<file path="src/rtl/imem_loader.sv">
// Instruction-memory loader: assembles little-endian bytes into words and writes them from BASE_ADDR upward.
// Optional running word checksum is enabled by defining IMEM_LOADER_CHECKSUM_EN.
module imem_loader #(
    parameter int                AWIDTH    = 32,
    parameter int                DWIDTH    = 32,
    parameter logic [AWIDTH-1:0] BASE_ADDR = 32'h0100_0000
) (
    input  logic              clk,
    input  logic              rst,
    input  logic              start_i,
    input  logic [15:0]       len_i,
    input  logic              byte_valid_i,
    input  logic [7:0]        byte_i,
    output logic              byte_ready_o,
    output logic [AWIDTH-1:0] addr_o,
    output logic [DWIDTH-1:0] data_o,
    output logic              write_en_o,
    output logic              read_en_o,
    output logic              busy_o,
    output logic              done_o,
    output logic [31:0]       checksum_o
);

    localparam int NBYTES = DWIDTH / 8;
    localparam int IW     = (NBYTES > 1) ? $clog2(NBYTES) : 1;
    localparam logic [IW-1:0]     LAST_IDX  = IW'(NBYTES - 1);
    localparam logic [AWIDTH-1:0] ADDR_STEP = AWIDTH'(NBYTES);

    localparam logic [1:0] IDLE    = 2'd0;
    localparam logic [1:0] COLLECT = 2'd1;
    localparam logic [1:0] WRITE   = 2'd2;
    localparam logic [1:0] DONE    = 2'd3;

    logic [1:0]        state;
    logic [15:0]       len_q;
    logic [15:0]       word_cnt;
    logic [IW-1:0]     byte_idx;
    logic [DWIDTH-1:0] word_asm;
    logic [DWIDTH-1:0] word_next;
    logic [AWIDTH-1:0] wr_addr;
    logic              last_word;
    logic              load_start;

    always_comb begin
        word_next = word_asm;
        word_next[8*byte_idx +: 8] = byte_i;
    end

    assign last_word  = (word_cnt == len_q - 16'd1);
    assign load_start = (state == IDLE) && start_i && (len_i != 16'd0);

    always_ff @(posedge clk or posedge rst) begin
        if (rst) begin
            state    <= IDLE;
            len_q    <= '0;
            word_cnt <= '0;
            byte_idx <= '0;
            word_asm <= '0;
            wr_addr  <= '0;
            addr_o   <= '0;
            data_o   <= '0;
        end else begin
            case (state)
                IDLE: begin
                    if (start_i) begin
                        if (len_i != 16'd0) begin
                            state    <= COLLECT;
                            len_q    <= len_i;
                            word_cnt <= '0;
                            byte_idx <= '0;
                            wr_addr  <= BASE_ADDR;
                        end else begin
                            state <= DONE;
                        end
                    end
                end
                COLLECT: begin
                    if (byte_valid_i) begin
                        word_asm <= word_next;
                        if (byte_idx == LAST_IDX) begin
                            // addr/data are only updated here so they hold outside WRITE
                            data_o <= word_next;
                            addr_o <= wr_addr;
                            state  <= WRITE;
                        end else begin
                            byte_idx <= byte_idx + IW'(1);
                        end
                    end
                end
                WRITE: begin
                    if (last_word) begin
                        state <= DONE;
                    end else begin
                        word_cnt <= word_cnt + 16'd1;
                        byte_idx <= '0;
                        wr_addr  <= wr_addr + ADDR_STEP;
                        state    <= COLLECT;
                    end
                end
                DONE:    state <= IDLE;
                default: state <= IDLE;
            endcase
        end
    end

    assign byte_ready_o = (state == COLLECT);
    assign write_en_o   = (state == WRITE);
    assign read_en_o    = 1'b0;
    assign busy_o       = (state != IDLE);
    assign done_o       = (state == DONE);

`ifdef IMEM_LOADER_CHECKSUM_EN
    localparam int LW = (DWIDTH < 32) ? DWIDTH : 32;

    logic [31:0] checksum_q;
    logic [31:0] word_low;

    always_comb begin
        word_low         = '0;
        word_low[LW-1:0] = data_o[LW-1:0];
    end

    always_ff @(posedge clk or posedge rst) begin
        if (rst) begin
            checksum_q <= '0;
        end else if (load_start) begin
            checksum_q <= '0;
        end else if (state == WRITE) begin
            checksum_q <= checksum_q + word_low;
        end
    end

    assign checksum_o = checksum_q;
`else
    assign checksum_o = '0;
`endif

endmodule

</file>
<file path="config.mk">
export PLATFORM = sky130hd
export DESIGN_NAME = imem_loader
export DESIGN_NICKNAME = d
export VERILOG_FILES = /design/src/rtl/imem_loader.sv
export SDC_FILE = /design/constraint.sdc
export NUM_CORES = 1
export LEC_CHECK = 0
export ABC_AREA = 1
export BUFFER_PORTS_ARGS = -buffer_cell sky130_fd_sc_hd__buf_2
export CORE_UTILIZATION = 52
export DETAILED_ROUTE_END_ITERATION = 10
export GPL_ROUTABILITY_DRIVEN = 0
export PLACE_DENSITY = 0.77
export SLEW_MARGIN = 20
export SYNTH_ARGS = -nofsm -noshare
export SYNTH_HDL_FRONTEND = slang
export SYNTH_SLANG_ARGS = --single-unit
</file>
<file path="constraint.sdc">
create_clock -name clk -period 5.29 [get_ports clk]
set_input_delay 1.3225 -clock clk [delete_from_list [all_inputs] [get_ports clk]]
set_output_delay 1.3225 -clock clk [all_outputs]
set_load 0.01 [all_outputs]
</file>
=== Word level (Yosys, flattened, before mapping) ===
Index checks and enable logic that the tools add are counted.

* Shift operators: 2
* Multiply operators: 0
* $add $sub $neg: 5
* Equality and inequality tests: 11
* Reduce and logical (&&, ||, !) cells: 11
* $lt $le $gt $ge: 0
* Bitwise gates (word level): 0
* Divide/modulo/power cells: 0
* Mux-type cells: 21

{| class="wikitable"
|+ Operators by type and width
! operator !! count
|-
| two-way mux 32 bit || 3
|-
| case mux 32 bit (2 select lines) || 1
|-
| two-way mux 16 bit || 3
|-
| negator 5 -> 34 bit || 1
|-
| variable shift 8 x 34 -> 32 bit, first input constant || 1
|-
| variable part select 8 x 34 -> 32 bit || 1
|-
| adder 32 x 3 -> 32 bit, second input constant || 1
|-
| bitwise mux 32 bit || 1
|-
| case mux 16 bit (2 select lines) || 1
|-
| two-way mux 2 bit || 10
|-
| adder 16 x 1 -> 16 bit, second input constant || 1
|-
| equality test 16 bit || 1
|-
| nonzero test 16 bit || 1
|-
| subtractor 16 x 1 -> 16 bit, second input constant || 1
|-
| AND reduction 3 bit || 3
|-
| inequality test 2 bit, second input constant || 4
|-
| case mux 2 bit (4 select lines) || 1
|-
| equality test 2 bit, second input constant || 3
|-
| case mux 2 bit (3 select lines) || 1
|-
| AND reduction 6 bit || 1
|-
| inequality test 2 x 1 -> 1 bit, second input constant || 2
|-
| AND reduction 4 bit || 1
|-
| nonzero test 2 bit || 2
|-
| nonzero test 3 bit || 1
|-
| other kinds (4) || 4
|}

* Memories kept: 0
* Bits in registers: 164
* Memory bits (read-only): 0
* Bits in latches: 0
* Output and inout bits: 101
* Memory bits (writable): 0

=== Logic depth before layout (Yosys ltp) ===
* Word-level depth: 4
* Mapped depth: 17
* Mapped depth without buffers: 16

=== Worst setup path before layout ===
No wires, ideal clock.

* Path type: input -> register
* Start point: input len_i[1]
* End point: register len_q[2]
* Stages on the path: 5
* Data required time: 5.165 ns
* Buffers on the path: 1
* Arrival: 2.528 ns
* Setup slack: 2.637 ns
* Path through: nor4_1 nand3_1 nand3_1 clkbuf_1 mux2_2

* Cells in the longest elaborated chain, start to end: 2

{| class="wikitable"
|+ Ends and longest elaborated chain
! item !! line !! source
|-
| start: declaration || 11 || <nowiki>input logic [15:0] len_i,</nowiki>
|-
| nonzero test 16 bit || 66 || <nowiki>if (len_i != 16'd0) begin</nowiki>
|-
| AND reduction 3 bit (no source line) || n/a ||
|-
| end signal: assignment || 68 || <nowiki>len_q <= len_i;</nowiki>
|-
| end: declaration || 35 || <nowiki>logic [15:0] len_q;</nowiki>
|}

No other way between the ends.
A chain may end at the register's enable or synchronous reset.

=== Worst setup path in the final report ===
* Start point: input byte_valid_i
* End point: register addr_o[5]

* Cells in the longest elaborated chain, start to end: 1

{| class="wikitable"
|+ Ends and longest elaborated chain
! item !! line !! source
|-
| start: declaration || 12 || <nowiki>input logic byte_valid_i,</nowiki>
|-
| AND reduction 3 bit (no source line) || n/a ||
|-
| end signal: assignment || 83 || <nowiki>addr_o <= wr_addr;</nowiki>
|-
| end: declaration || 15 || <nowiki>output logic [AWIDTH-1:0] addr_o,</nowiki>
|}

No other way between the ends.

==> metrics.txt <==
# TYPE chip_impl_metric gauge
chip_impl_metric{name="antenna-diode-count",unit=""} 0
chip_impl_metric{name="synth-warning-count",unit=""} 0
chip_impl_metric{name="yosys_register_bits",unit=""} 160
chip_impl_metric{name="die-height",unit="um"} 132.5
chip_impl_metric{name="grt_first_pass_wirelength",unit="um"} 35950
chip_impl_metric{name="placement_rows",unit=""} 47
chip_impl_metric{name="timing.max_cap.violations",unit=""} 0
chip_impl_metric{name="routed_wl",unit="um"} 21120
chip_impl_metric{name="synth_area_per_cell",unit="um^2"} 7.437
chip_impl_metric{name="postSynth.asyncResetShare",unit="%"} 100.0
chip_impl_info{name="worst_hold_path_type",value="register to register"} 1
chip_impl_metric{name="synthDominantCellAreaShare",unit="%"} 45.24
chip_impl_metric{name="max_slew_headroom",unit="%"} 36.93
chip_impl_metric{name="worstPathArrival",unit="ps"} 3340
chip_impl_metric{name="fin_worst_hold_slack",unit="ps"} 467.5
chip_impl_metric{name="groute.layer.met3.usage",unit="%"} 3.985
chip_impl_metric{name="clock.fmax",unit="MHz"} 326.6
chip_impl_metric{name="synth.yosys.seq_area_share",unit="%"} 45.24
chip_impl_metric{name="cellPowerDensity",unit="mW/mm^2"} 459.7
chip_impl_info{name="synth_ff_type",value="sky130_fd_sc_hd__dfrtp_1"} 1
chip_impl_metric{name="htreeDepth",unit=""} 4
chip_impl_metric{name="die_area",unit="mm^2"} 0.01754
chip_impl_metric{name="design.core.area",unit="mm^2"} 0.01658
chip_impl_metric{name="dpl_cell_area",unit="mm^2"} 0.009319
chip_impl_metric{name="tritoncts_num_sinks",unit=""} 160
chip_impl_metric{name="timing.clock.skew",unit="ps"} 12.69
chip_impl_metric{name="postCtsSetupRepairBufs",unit=""} 0
chip_impl_metric{name="route.detailed.drc",unit=""} 0
chip_impl_metric{name="detailedRoute.firstPassIterationCount",unit=""} 5
chip_impl_metric{name="worstMarginPinSlew",unit="ps"} 943.4
chip_impl_metric{name="routed_wire_length_per_instance",unit="um"} 14.18
chip_impl_metric{name="die_w",unit="um"} 132.5
chip_impl_metric{name="post_synth_inst_count",unit=""} 1190
chip_impl_metric{name="design.portCount",unit=""} 129
chip_impl_metric{name="detail_route.iter0.violations",unit=""} 716
chip_impl_info{name="cts_tree",value="built"} 1
chip_impl_metric{name="cell_area_after_synthesis",unit="mm^2"} 0.008850
chip_impl_metric{name="grt_util_all_layers",unit="%"} 25.38
chip_impl_info{name="cells_taking_the_most_area_after_synthesis",value="sky130_fd_sc_hd__dfrtp_1, sky130_fd_sc_hd__nand2_1, sky130_fd_sc_hd__nor2_1"} 1
chip_impl_info{name="run_status",value="finished, final reports clean"} 1
chip_impl_metric{name="finalWorstPathRequiredPeriod",unit="ps"} 3061
chip_impl_metric{name="report.final.setup_viol",unit=""} 0
chip_impl_metric{name="cts_buffer_depth",unit=""} 2
chip_impl_metric{name="number_of_enable_type_register_cells_in_the_synthesized_netlist",unit=""} 0
chip_impl_metric{name="totalNegativeSetupSlack",unit="ps"} 0
chip_impl_info{name="root_buffer",value="sky130_fd_sc_hd__clkbuf_16"} 1
chip_impl_info{name="startpoint_class",value="input pin"} 1
chip_impl_metric{name="cp_data_required_time",unit="ps"} 5570
chip_impl_metric{name="layout_worst_path_cycle_share",unit="%"} 57.87
chip_impl_metric{name="ant_nets",unit=""} 0
chip_impl_metric{name="post-dp-hpwl",unit="um"} 14500
chip_impl_metric{name="via_count_of_the_first_global_routing_pass",unit=""} 7351
chip_impl_metric{name="post_drt_via_cell_ratio",unit=""} 5.294
chip_impl_metric{name="timing_max_transition_violations_final",unit=""} 0
chip_impl_metric{name="number_of_hold_buffers_added_after_cts",unit=""} 0
chip_impl_info{name="synth_top_cells_by_count",value="sky130_fd_sc_hd__nand2_1, sky130_fd_sc_hd__dfrtp_1, sky130_fd_sc_hd__nor2_1"} 1
chip_impl_metric{name="fin_nets",unit=""} 1294
chip_impl_info{name="yosysTopAreaCell",value="sky130_fd_sc_hd__dfrtp_1"} 1
chip_impl_metric{name="final_non_filler_cell_area",unit="mm^2"} 0.009903
chip_impl_metric{name="port_buffers",unit=""} 93
chip_impl_metric{name="worst_ir_drop_vdd",unit="mV"} 0.2565
chip_impl_metric{name="floorplan.initialDensity",unit="%"} 53.37
chip_impl_metric{name="worst-path-max-fanout",unit=""} 68
chip_impl_metric{name="grt_use_met2",unit="%"} 41.05
chip_impl_metric{name="use_met1",unit="%"} 34.61
chip_impl_metric{name="final_hold_viol_count",unit=""} 0
chip_impl_info{name="grt.busiest_layer",value="met2"} 1
chip_impl_metric{name="numCtsBuffers",unit=""} 17
chip_impl_metric{name="power_leakage",unit="nW"} 4.822
chip_impl_metric{name="grt_start_max_net_pins",unit=""} 90
chip_impl_metric{name="clkLatencyLatePin",unit="ps"} 430
chip_impl_info{name="endpoint_kind",value="register"} 1
chip_impl_info{name="grt_setup_unrepaired",value="false"} 1
chip_impl_info{name="crit_type",value="input pin to register"} 1
chip_impl_metric{name="syn_to_final_growth",unit="%"} 11.90
chip_impl_metric{name="count_of_instances_resized_after_the_clock_tree_is_built",unit=""} 0
chip_impl_metric{name="layout-drive-gt1-share",unit="%"} 11.81
chip_impl_metric{name="overflow",unit=""} 0
chip_impl_metric{name="grt_antenna_before_repair",unit=""} 0
chip_impl_metric{name="synth.lib_cells_used.distinct",unit=""} 32
chip_impl_metric{name="num_vias",unit=""} 7888
chip_impl_info{name="post-synth-top-count-cell",value="sky130_fd_sc_hd__nand2_1"} 1
chip_impl_metric{name="worst_setup_hold_path_clk_slew",unit="ps"} 60
[cell type report]
cell class / instances / area, um^2
clock inverter: 14 / 145.1
timing repair buffer: 102 / 545.5
sequential: 160 / 4004
fill: 1538 / 6680
tap: 220 / 275.3
clock buffer: 18 / 439.2
inverter: 121 / 457.9
multi-input combinational: 855 / 4036
[path summary, 6_finish.rpt]
kind / cells past startpoint / from / to / slack, ps
worst min-delay path: 2 / addr_o[9]$_DFFE_PP0P_ / addr_o[9]$_DFFE_PP0P_ / 470
worst max register to register: 13 / len_q[0]$_DFFE_PP0P_ / wr_addr[30]$_DFFE_PP0P_ / 2270
min in group asynchronous: 2 / rst / addr_o[16]$_DFFE_PP0P_ / 1040
worst min register to register: 2 / addr_o[9]$_DFFE_PP0P_ / addr_o[9]$_DFFE_PP0P_ / 470
worst max-delay path: 11 / byte_valid_i / addr_o[5]$_DFFE_PP0P_ / 2230
max in group asynchronous: 3 / rst / len_q[2]$_DFFE_PP0P_ / 3310
[kinds of logic (layout without fill, tap and decap cells)]
group | count (synthesis) | after routing | synth area share (%)
and+or+nand+nor | 638 | 638 | 30.69
other | 1 | 35 | 0.04237
buffers and inverters | 209 | 255 | 10.67
DFF | 160 | 160 | 45.24
muxes | 2 | 2 | 0.2545
AOI/OAI and AO/OA | 131 | 131 | 7.861
adders and majority gates | 9 | 9 | 1.272
xor gates and xnor gates | 40 | 40 | 3.959
[metal layers]
layer | routed length [um] | share of wire [%]
met5 | 0 | 0
met2 | 10010 | 47
met1 | 9500 | 45
met3 | 1161 | 5.5
met4 | 454 | 2.1
[flip-flops by register name (all words and copies together), names as in the netlist]
| signal | cells |
|---|---|
| word_cnt | 16 |
| wr_addr | 30 |
| data_o | 32 |
| byte_idx | 2 |
| addr_o | 30 |
| state | 2 |
| word_asm | 32 |
| len_q | 16 |
[layout by cell type (no fill, tap or decap), types with 2 or more instances in the layout]
cell                        Yosys  final
sky130_fd_sc_hd__o21ai_1        2      2
sky130_fd_sc_hd__a21oi_1       11     11
sky130_fd_sc_hd__dfrtp_1      160    160
sky130_fd_sc_hd__nor3b_1        3      3
sky130_fd_sc_hd__buf_2         11     93
sky130_fd_sc_hd__clkinv_4       0      3
sky130_fd_sc_hd__clkbuf_16      0     17
sky130_fd_sc_hd__o21bai_1       2      2
sky130_fd_sc_hd__buf_4         39      8
sky130_fd_sc_hd__nor2_2         5      5
sky130_fd_sc_hd__o21ai_0       89     89
sky130_fd_sc_hd__inv_6          0      7
sky130_fd_sc_hd__inv_8          0      2
sky130_fd_sc_hd__o22ai_1       25     25
sky130_fd_sc_hd__mux2_2         2      2
sky130_fd_sc_hd__nand4_1       65     65
sky130_fd_sc_hd__conb_1         1     35
sky130_fd_sc_hd__nor2_4         3      4
sky130_fd_sc_hd__nor3_1        21     21
sky130_fd_sc_hd__xnor2_1       11     11
sky130_fd_sc_hd__nand2_1      369    369
sky130_fd_sc_hd__nor2_1       122    121
sky130_fd_sc_hd__xor2_1        29     29
sky130_fd_sc_hd__inv_1        118    117
sky130_fd_sc_hd__nor4_1         3      3
sky130_fd_sc_hd__clkinv_1       2      2
sky130_fd_sc_hd__nand3_1       42     42
sky130_fd_sc_hd__ha_1           9      9
sky130_fd_sc_hd__nand3b_1       2      2
sky130_fd_sc_hd__nand2_2        2      2
[metrics by stage]
stage	util (%)	setup WS, ps	cells	power [mW]
2_1_floorplan	-	1939	1224	2.881
3_3_place_gp	56.19	1914	1458	3.283
3_5_place_dp	56.19	1859	1458	3.339
4_1_cts	59.72	2282	1490	4.580
5_1_grt	59.72	1943	1490	4.871
6_report	59.72	2229	1490	4.553
[power by group]
part / switching, mW / internal (mW) / total (mW) / leakage, nW
combinational: 0.970 / 0.515 / 1.48 / 2.42
sequential: 0.249 / 1.60 / 1.84 / 2.11
clock: 0.545 / 0.679 / 1.22 / 0.291
total: 1.76 / 2.79 / 4.55 / 4.82
[critical path: stages]
cell and delay (ps):
sky130_fd_sc_hd__buf_2 80, sky130_fd_sc_hd__inv_1 50, sky130_fd_sc_hd__nor2_4 90, sky130_fd_sc_hd__buf_4 450, sky130_fd_sc_hd__inv_1 80, sky130_fd_sc_hd__nor2_1 100, sky130_fd_sc_hd__buf_4 290, sky130_fd_sc_hd__inv_2 190
sky130_fd_sc_hd__buf_4 340, sky130_fd_sc_hd__nand2_1 150, sky130_fd_sc_hd__o21ai_0 90
No activity file was read; power rests on OpenSTA's default activity.
